$ cat config.mk
export PLATFORM = sky130hd
export DESIGN_NAME = sonar_echo_ranger
export DESIGN_NICKNAME = d
export VERILOG_FILES = /design/src/rtl/sonar_echo_ranger.sv
export SDC_FILE = /design/constraint.sdc
export NUM_CORES = 1
export LEC_CHECK = 0
export ABC_AREA = 0
export BUFFER_PORTS_ARGS = -buffer_cell sky130_fd_sc_hd__buf_2
export CORE_MARGIN = 3
export CORE_UTILIZATION = 61
export CTS_CLUSTER_SIZE = 28
export DETAILED_ROUTE_END_ITERATION = 7
export PLACE_DENSITY_LB_ADDON = 0.2
export SLEW_MARGIN = 20
export SYNTH_ARGS = -nofsm -noshare
export SYNTH_HDL_FRONTEND = slang
export SYNTH_SLANG_ARGS = --single-unit
$ cat constraint.sdc
create_clock -name clk -period 5.65 [get_ports clk]
set_input_delay 1.13 -clock clk [delete_from_list [all_inputs] [get_ports clk]]
set_output_delay 1.13 -clock clk [all_outputs]
set_load 0.01 [all_outputs]
$ cat src/rtl/sonar_echo_ranger.sv
// Ultrasonic ranging controller: fires the trigger pulse and times the echo
// in whole microseconds using a state-local prescaler.
module sonar_echo_ranger #(
  parameter int CLKS_PER_US = 50,
  parameter int TRIG_US     = 10,
  parameter int TIMEOUT_US  = 38000,
  parameter int COOLDOWN_US = 60000
) (
  input  logic        clk,
  input  logic        clr,
  input  logic        start,
  input  logic        echo,
  output logic        trig,
  output logic        busy,
  output logic        done,
  output logic        timeout,
  output logic        valid,
  output logic [31:0] echo_us
);

  localparam int UMAX = (TIMEOUT_US > COOLDOWN_US) ? TIMEOUT_US : COOLDOWN_US;
  localparam int UW   = $clog2(UMAX + 1);
  localparam int PW   = $clog2(CLKS_PER_US);

  localparam logic [PW-1:0] PS_LAST = PW'(CLKS_PER_US - 1);
  localparam logic [PW-1:0] PS_MEAS = PW'(1);
  localparam logic [UW-1:0] TRIG_LAST = UW'(TRIG_US - 1);
  localparam logic [UW-1:0] TO_LAST   = UW'(TIMEOUT_US - 1);
  localparam logic [UW-1:0] CD_LAST   = UW'(COOLDOWN_US - 1);
  localparam logic [UW-1:0] U_SAT     = UW'(UMAX);

  typedef enum logic [2:0] {
    S_IDLE,
    S_TRIG,
    S_WAIT,
    S_MEAS,
    S_COOL
  } state_t;

  state_t state, state_n;

  logic [PW-1:0] ps;
  logic [UW-1:0] us_cnt;
  logic          echo_m, echo_s, echo_p;
  logic          tick, rise;
  logic          load;
  logic [31:0]   load_us;
  logic          load_to;

  assign tick = (ps == PS_LAST);
  assign rise = echo_s & ~echo_p;

  always_ff @(posedge clk or posedge clr) begin
    if (clr) begin
      echo_m <= 1'b0;
      echo_s <= 1'b0;
      echo_p <= 1'b0;
    end else begin
      echo_m <= echo;
      echo_s <= echo_m;
      echo_p <= echo_s;
    end
  end

  always_comb begin
    state_n = state;
    load    = 1'b0;
    load_us = '0;
    load_to = 1'b0;
    unique case (state)
      S_IDLE: begin
        if (start) state_n = S_TRIG;
      end
      S_TRIG: begin
        if (tick && us_cnt == TRIG_LAST) state_n = S_WAIT;
      end
      S_WAIT: begin
        if (tick && us_cnt == TO_LAST) begin
          load    = 1'b1;
          load_to = 1'b1;
          state_n = S_COOL;
        end else if (rise) begin
          state_n = S_MEAS;
        end
      end
      S_MEAS: begin
        if (!echo_s) begin
          load    = 1'b1;
          load_us = (tick && us_cnt == TO_LAST)
                  ? 32'(TIMEOUT_US) : 32'(us_cnt);
          state_n = S_COOL;
        end else if (tick && us_cnt == TO_LAST) begin
          load    = 1'b1;
          load_us = 32'(TIMEOUT_US);
          load_to = 1'b1;
          state_n = S_COOL;
        end
      end
      S_COOL: begin
        if (tick && us_cnt == CD_LAST) state_n = S_IDLE;
      end
      default: state_n = S_IDLE;
    endcase
  end

  // The rise cycle itself is already echo-high time, so MEASURE starts
  // one prescaler step in to keep the width exact.
  always_ff @(posedge clk or posedge clr) begin
    if (clr) begin
      state  <= S_IDLE;
      ps     <= '0;
      us_cnt <= '0;
    end else begin
      state <= state_n;
      if (state_n != state || state == S_IDLE) begin
        ps     <= (state_n == S_MEAS) ? PS_MEAS : '0;
        us_cnt <= '0;
      end else if (tick) begin
        ps <= '0;
        if (us_cnt != U_SAT) us_cnt <= us_cnt + 1'b1;
      end else begin
        ps <= ps + 1'b1;
      end
    end
  end

  always_ff @(posedge clk or posedge clr) begin
    if (clr) begin
      trig    <= 1'b0;
      busy    <= 1'b0;
      done    <= 1'b0;
      timeout <= 1'b0;
      valid   <= 1'b0;
      echo_us <= '0;
    end else begin
      trig <= (state_n == S_TRIG);
      busy <= (state_n != S_IDLE);
      done <= load;
      if (load) begin
        echo_us <= load_us;
        timeout <= load_to;
        valid   <= 1'b1;
      end
    end
  end

endmodule

Word-level counts from Yosys, hierarchy flattened
Cells that the tools add are included. Widths: inputs -> output; s select.

Eq/ne operators: 12. Reduce and logical (&&, ||, !) cells: 9. Bitwise gates (word level): 2. $add $sub $neg: 2. Muxes and demuxes: 23.

Operator list (number): $mux 16 (7); $eq 16x16->1 const B (2); $mux 3 (7); $add 16x1->16 const B (1); $eq 16x4->1 const B (1); $ne 16x16->1 const B (1); $pmux 3 s5 (1); $mux 6 (2); $eq 3x2->1 const B (3); $add 6x1->6 const B (1); $eq 3x1->1 const B (2); $eq 6x6->1 const B (1); $mux 1 (4); $pmux 1 s2 (2); $reduce_bool 2->1 (2); $eq 3x3->1 const B (1); $logic_and 1x1->1 (3); $logic_not 3->1 (1); $ne 3x3->1 (1); $reduce_bool 3->1 (1); $reduce_and 2->1 (1); $and 1x1->1 (1); $logic_or 1x1->1 (1); $not 1->1 (1).

Flip-flop bits (word level): 65. Output and inout bits: 37. Logic and storage cells: 60.

Logic depth before layout (Yosys ltp)
Gate-level depths: netlist of the first run.

Word-level depth: 9. Mapped depth: 9.

Worst setup path after synthesis of the first run
OpenSTA, ideal clock, no wires.

Path type: input to register. Start: input start. End: register ps[2]. Setup slack: 3.188 ns. Buffers on the path: 1. Setup time: 0.080 ns. Arrival time: 2.381 ns. Stages: 6. Cell sequence: o21ai_0 -> o221ai_1 -> a221oi_1 -> o31ai_4 -> buf_6 -> nor3_2.

Cells in the longest elaborated chain, start to end: 5.

RTL lines: from (decl) (line 11) `input logic start,`; $mux 3 (line 72) `if (start) state_n = S_TRIG;`; $pmux 3 s5 (line 70) `unique case (state)`; $ne 3x3->1 (line 115) `if (state_n != state || state == S_IDLE) begin`; $logic_or 1x1->1 (line 115); $mux 6 (line 115); to (signal assigned) (line 116) `ps <= (state_n == S_MEAS) ? PS_MEAS : '0;`; to (signal assigned) (line 122) `ps <= ps + 1'b1;`; to (decl) (line 42) `logic [PW-1:0] ps;`.

Every way passes these cells. A chain may end at the register's enable or synchronous reset.

Final worst setup path of the first run
Start: register us_cnt[7]. End: register ps[0].

Cells in the longest elaborated chain, start to end: 8. Elaborated cells between the ends (all ways): 17. Classes of those cells: eq/ne: 5; mux: 8; reduce/logical: 4.

RTL lines: from (decl) (line 43) `logic [UW-1:0] us_cnt;`; from (signal assigned) (line 120) `if (us_cnt != U_SAT) us_cnt <= us_cnt + 1'b1;`; $eq 16x16->1 (line 78, 92); $logic_and 1x1->1 (line 78, 92); $mux 3 (line 92) `end else if (tick && us_cnt == TO_LAST) begin`; $mux 3 (line 87) `if (!echo_s) begin`; $pmux 3 s5 (*) (line 70); $eq 3x2->1 or $ne 3x3->1 (tied branches) (line 116, 115); $mux 1 or $logic_or 1x1->1 (tied branches) (line 116, 115); $mux 6 (*) (line 115).

Every way passes the cells marked *; elsewhere a longest branch is shown, timed or not.

==> results of run 1 <==
==> final cells by class <==
cell class | count | area, um^2
tap | 50 | 62.6
clock inverter | 3 | 46.3
clock buffer | 5 | 68.8
multi-input combinational | 210 | 1220
fill | 339 | 1270
inverter | 9 | 35.0
timing repair buffer | 25 | 128
sequential | 49 | 1230
==> worst max-delay path, delay by kind of cell (launching register included) <==
family	cells	cell delay [ns]
AND/OR/NAND/NOR	4	1.38
buffers and inverters	1	0.35
flip-flops	1	0.45
AO/OA/AOI/OAI	2	0.29
==> per-layer routing <==
layer  up-vias  track usage
met5         -            0
met4         0       0.0689
met3         7       0.0449
met2        63        0.338
met1       926        0.288
li1        947            -
==> final timing paths <==
kind | start | to | slack (ns) | cells after the start
max in group asynchronous | clr | echo_p$_DFF_PP0_ | 4.21 | 2
worst min-delay path | echo_m$_DFF_PP0_ | echo_s$_DFF_PP0_ | 0.36 | 0
worst max-delay path | us_cnt[7]$_DFFE_PP0P_ | ps[0]$_DFF_PP0_ | 3.03 | 7
worst min register to register | echo_m$_DFF_PP0_ | echo_s$_DFF_PP0_ | 0.36 | 0
min in group asynchronous | clr | echo_us[9]$_DFFE_PP0P_ | 0.95 | 2
worst max register to register | us_cnt[7]$_DFFE_PP0P_ | ps[0]$_DFF_PP0_ | 3.03 | 7
==> registers in the layout, indices dropped and copies added, names as in the netlist <==
register,cells
valid,1
echo_us,16
state,3
timeout,1
us_cnt,16
echo_p,1
done,1
ps,6
echo_m,1
busy,1
trig,1
echo_s,1
==> stage by stage <==
step	area [um^2]	setup slack (ns)	utilization	std cells	power, mW
6_report	2790	3.03	0.687	351	0.775
5_1_grt	2790	2.82	0.687	351	0.815
4_1_cts	2790	3.03	0.687	351	0.782
3_5_place_dp	2670	2.74	0.658	343	0.529
3_3_place_gp	2670	2.87	0.658	343	0.522
2_1_floorplan	2670	3.19	-	296	0.511
==> power breakdown <==
part           switching (mW)  internal (mW)  total (mW)
registers              0.0330          0.379       0.412
logic                  0.0575         0.0520       0.110
clock network           0.121          0.133       0.253
total                   0.211          0.564       0.775
==> cell families after synthesis <==
kind of cell / count (synthesis) / synth area share
flops: 49 / 0.470
simple gates: 137 / 0.278
fa+ha+maj: 5 / 0.0240
xor+xnor: 18 / 0.0604
compound gates: 34 / 0.0825
other cells: 1 / 0.00144
buf+inv: 37 / 0.0834
==> cells in the mapped netlist (all sizes together) (5+ instances only) <==
library cell / number
inv: 9
xnor2: 9
nand3: 7
buf: 20
clkbuf: 8
nor3: 13
nand2: 40
nor2: 45
xor2: 9
dfrtp: 49
ha: 5
a21oi: 21
==> out/results.txt, run 1 <==
biggest cell delay along the critical path: 0.45 ns
slew margin rel.: 0.416
hold buffer count at cts: 0
clk slew on worst S/H paths: 0.09 ns
Mean Syn Cell Area: 9.28 um^2
Synth area leaders: dfrtp_1 (47%), nand2_1 (5.6%), buf_4 (4.9%), nor2_1 (4.3%), a21oi_1 (3.8%)
number of synthesized register bits: 49
largest net degree at the start of global routing: 50
share of layout cells above drive strength 1: 0.209
Cells after Synth: 281
Post-DRT Antenna Nets: 0
Max Cap Viol: 0
clk_lat worst skew: 0.31 ns
Slowest-stage cell, CP: dfrtp_1
H-tree depth: 2
Hold Worst Slack: 0.361 ns
I/O pin count: 41
CP Class: register to register
Routed wire per std cell: 14.2 um
Pwr Density: 278 mW/mm^2
peak supply drop: 241 uV
Site Rows: 23
drt first pass iters: 4
fin nets: 309
Hold Crit Class: register to register
crit path DAT: 2.80 ns
commonest non-fill, non-tap cell in the layout: dfrtp_1
drt drc: 0
status: complete, no violations
post-CTS setup buffers: 0
Detailed Place HPWL: 3590 um
f_max: 382 MHz
Vert. Die Dim: 71.4 um
GR Util All Layers: 0.211
Cell Chain, Critical Path: or3_1, or3_1, nor4_1, nor4_1, o31ai_4, buf_4, o31ai_1
Crit. End Element: register
Worst Skew: 0.00835 ns
wire length on met1: 2300 um
CTS tree: yes
Setup TNS Final: 0 ns
final hold viol count: 0
Netlist Area Pre-Place: 0.00261 mm^2
antenna violations before repair: 0
post-synthesis sequential area ratio: 0.470
Primary FF master, synth: dfrtp_1
Worst setup SP type: register
Tcrit/Tclk final: 0.464
Worst-Margin Slew: 0.873 ns
ys async rst share: 1.00
DR WL met2: 2340 um
leak pwr: 1.32 nW
met3 wire length: 279 um
clock sinks: 49
highest routed metal layer: met4
fin crit period: 2.62 ns
unrepaired setup endpoints after global routing: false
width of the die: 71.4 um
DR iter-0 viols: 158
Placer Congestion: 0.823
Worst Path Required: 5.83 ns
Antenna Cells: 0
Port Buffer Count: 24
Via density: 5.54
Root Buffer: clkbuf_8
synthesis warning total: 0
worst-path maximum fanout: 22
routed wire length: 4990 um
commonest cells after routing, fill and taps aside: dfrtp_1 (49), nand2_1 (39), nor2_1 (30), buf_2 (24), a21oi_1 (20)
Congestion Overflow GR: 0
Core Region: 0.00406 mm^2
post-synthesis cell type count: 48
Resize count post-CTS: 0
Synth top area share: 0.470
post-synth top area cell: dfrtp_1
die area: 0.00510 mm^2
largest buffer count on any clock path: 2
CTS buffer count: 5
vias in the first global route: 1,841
vias: 1,943
endpoints failing setup: 0
P&R area growth vs syn: 6.86%
final-report max-slew violation count: 0
first-pass GRT wire length: 8540 um
Initial Util: 0.643
EDFF count, synth: 0
Power figures use the tool's default switching activity.
==> run 2, diff against run 1 <==
--- a/config.mk
+++ b/config.mk
@@ -5,10 +5,10 @@
 export SDC_FILE = /design/constraint.sdc
 export NUM_CORES = 1
 export LEC_CHECK = 0
-export ABC_AREA = 0
+export ABC_AREA = 1
 export BUFFER_PORTS_ARGS = -buffer_cell sky130_fd_sc_hd__buf_2
 export CORE_MARGIN = 3
-export CORE_UTILIZATION = 61
+export CORE_UTILIZATION = 57
 export CTS_CLUSTER_SIZE = 28
 export DETAILED_ROUTE_END_ITERATION = 7
 export PLACE_DENSITY_LB_ADDON = 0.2
==> constraint.sdc (replaced) <==
create_clock -name clk -period 2.6 [get_ports clk]
set_input_delay 0.52 -clock clk [delete_from_list [all_inputs] [get_ports clk]]
set_output_delay 0.52 -clock clk [all_outputs]
set_load 0.01 [all_outputs]
==> run 2 against run 1 <==
Die area grew 8.9%. Synthesized area is 2.6% higher. Final area grew 2.4%. Maximum frequency grew 17%. Total power grew 57%. Setup slack got worse by 2.7 ns. Sequential share of layout area decreased by 1.0 points. Non-clock buffer count grew 3. Via count increased by 5.2%. Register-to-register slack got worse by 2.7 ns. Combinational power down 68%. Critical endpoint is now us_cnt[14]$_DFFE_PP0P_. Largest cell class unchanged. Highest routed layer unchanged.
==> out/results.txt, run 2 <==
status: complete, no violations
Post-DRT Antenna Nets: 0
vias in the first global route: 1,896
top flop regs: echo_us (16), us_cnt (16), ps (6)
die area: 0.00555 mm^2
commonest cells after routing, fill and taps aside: nand2_1 (63), dfrtp_1 (49), inv_1 (39), nor2_1 (31)
Psw: 271 uW
biggest cell delay along the critical path: 0.48 ns
Pwr Density: 427 mW/mm^2
Root Buffer: clkbuf_8
post-synthesis adder-cell area fraction: 0.0234
Slowest-stage cell, CP: dfrtp_1
routed wire length: 5150 um
clk slew on worst S/H paths: 0.09 ns
final hold viol count: 0
P&R area growth vs syn: 6.69%
largest family of logic cells by synthesized area: simple AND/OR/NAND/NOR gates
Synth Area in Compound Gates: 0.0608
Congestion Overflow GR: 0
fill count: 409
Site Rows: 24
Primary FF master, synth: dfrtp_1
DR iter-0 viols: 157
CTS tree: yes
Synth area leaders: dfrtp_1 (46%), nand2_1 (8.8%), inv_1 (5.6%), nor2_2 (4.9%), nand3_1 (4.5%)
Initial Util: 0.602
Crit. End Element: register
post-synthesis sequential area ratio: 0.458
final-report max-slew violation count: 0
Worst-Margin Slew: 0.546 ns
post-CTS setup buffers: 0
worst slack, placed: 0.386 ns
unrepaired setup endpoints after global routing: false
largest net degree at the start of global routing: 27
I/O pin count: 41
Port Buffer Count: 24
Max Cap Viol: 0
Setup TNS Final: 0 ns
post-synthesis cell type count: 31
Via density: 5.11
crit path DAT: 2.47 ns
share of layout cells above drive strength 1: 0.201
EDFF count, synth: 0
endpoints failing setup: 0
Setup WS post-layout: 0.363 ns
CTS buffer count: 5
H-tree depth: 2
fin crit period: 2.24 ns
Vert. Die Dim: 74.5 um
GR Util All Layers: 0.207
peak supply drop: 327 uV
drt drc: 0
Netlist Area Pre-Place: 0.00268 mm^2
vias: 2,045
Detailed Place HPWL: 3950 um
Tcrit/Tclk final: 0.860
Crit path top cell by count: nand2_1
leak pwr: 1.47 nW
number of synthesized register bits: 49
Synth top area share: 0.458
final instance area: 0.00286 mm^2
clock sinks: 49
Placer Congestion: 0.901
Final Util: 0.642
Worst Skew: 0.00572 ns
Multi-input gate area: 0.00117 mm^2
Clk pwr share: 0.342
largest buffer count on any clock path: 2
Antenna Cells: 0
fin nets: 358
Cells after Synth: 322
xor/xnor cell area share of the yosys netlist: 0.0425
ys async rst share: 1.00
Worst Path Required: 2.83 ns
Post-Synth Simple-Gate Area: 0.289
Resize count post-CTS: 0
CP Class: register to register
clk_lat worst skew: 0.30 ns
antenna violations before repair: 0
Hold Worst Slack: 0.252 ns
Worst setup SP type: register
Core Region: 0.00444 mm^2
first-pass GRT wire length: 8780 um
top-count cell post-synth: nand2_1
drt first pass iters: 4
worst-path maximum fanout: 21
mux cell area share after synthesis: 0
Net Sw Frac: 0.223
commonest cells in the netlist: nand2_1 (63), dfrtp_1 (49), inv_1 (40)
post-synth top area cell: dfrtp_1
hold buffer count at cts: 0
Int Pwr: 947 uW
width of the die: 74.5 um
Hold Crit Class: primary input to async pin
f_max: 447 MHz
Mean Syn Cell Area: 8.31 um^2
commonest non-fill, non-tap cell in the layout: nand2_1
synthesis warning total: 0
Cell Chain, Critical Path: ha_1, nand2_1, inv_1, nand2_1, nor2_1, nand3_2, nand3_1, nand2_2, nand2_1, nand2_1, nor2_2, nand2_2, buf_4, nor2_1
register area: 0.00123 mm^2
Comb pwr share: 0.029
slew margin rel.: 0.635
Flop pwr share: 0.629
Routed wire per std cell: 12.9 um
Placed Area: 0.00278 mm^2
==> run 2: changes by cell type after synthesis, moves of 6 or more <==
cell / previous run / this run
inv_1: 9 / 40
nand2_1: 39 / 63
a21oi_1: 20 / 3
nand3_1: 7 / 24
o21ai_0: 2 / 16
xnor2_1: 9 / 0
clkbuf_1: 8 / 0
nor3_1: 9 / 1
nor2_2: 15 / 21
==> run 2: metrics by stage <==
stage | instances | power, mW
finish | 400 | 1.22
global route | 400 | 1.27
CTS | 400 | 1.23
detailed placement | 394 | 0.818
global placement | 394 | 0.817
floorplan | 337 | 0.825
==> run 2: final cells by class <==
| cell class | instances | share of cell area |
|---|---|---|
| Timing Repair Buffer | 28 | 0.0570 |
| Clock inverter | 1 | 0.00175 |
| Sequential cell | 49 | 0.429 |
| Inverter | 41 | 0.0539 |
| Tap cell | 52 | 0.0228 |
| Clock buffer | 5 | 0.0241 |
| Multi-Input combinational cell | 224 | 0.411 |
==> run 2: power groups by stage <==
stage | Sequential (mW) | Clock [mW] | Combinational (mW)
final | 0.766 | 0.416 | 0.0355
after global routing | 0.767 | 0.464 | 0.0429
after CTS | 0.766 | 0.425 | 0.0365
after detailed placement | 0.782 | 0 | 0.0365
after global placement | 0.781 | 0 | 0.0358
after floorplan | 0.780 | 0 | 0.0452
==> run 2: path summary, 6_finish.rpt <==
| check | start | to | slack [ns] | cells after the start |
|---|---|---|---|---|
| worst max-delay path | us_cnt[0]$_DFFE_PP0P_ | us_cnt[14]$_DFFE_PP0P_ | 0.36 | 14 |
| worst min-delay path | clr | trig$_DFF_PP0_ | 0.25 | 2 |
| worst max register to register | us_cnt[0]$_DFFE_PP0P_ | us_cnt[14]$_DFFE_PP0P_ | 0.36 | 14 |
| worst min register to register | echo_m$_DFF_PP0_ | echo_s$_DFF_PP0_ | 0.36 | 0 |
| max in group asynchronous | clr | us_cnt[15]$_DFFE_PP0P_ | 1.83 | 3 |
| min in group clk | echo | echo_m$_DFF_PP0_ | 0.32 | 1 |
==> run 2: kinds of logic (layout without fill, tap and decap cells) <==
| kind of cell | after synthesis | in the layout |
|---|---|---|
| flip-flops | 49 | 49 |
| adder cells (fa/ha/maj) | 5 | 5 |
| buffers and inverters | 64 | 75 |
| AND/OR/NAND/NOR | 163 | 163 |
| XOR/XNOR | 13 | 13 |
| other | 1 | 16 |
| AO/OA/AOI/OAI | 27 | 27 |
==> run 2: per-layer routing <==
layer  vias to the layer above  GRT usage  wire length, um
met3                        10     0.0473              234
met2                        56      0.307             2250
li1                       1033          -                -
met5                         -          0                0
met4                         0     0.0810               92
met1                       946      0.295             2580
==> run 2: critical path, delay by kind of cell, from the launching register on <==
kind	cells	cell delay, ns
flip-flops	1	0.48
adder cells (fa/ha/maj)	1	0.22
buffers and inverters	2	0.32
AND/OR/NAND/NOR	11	1.14
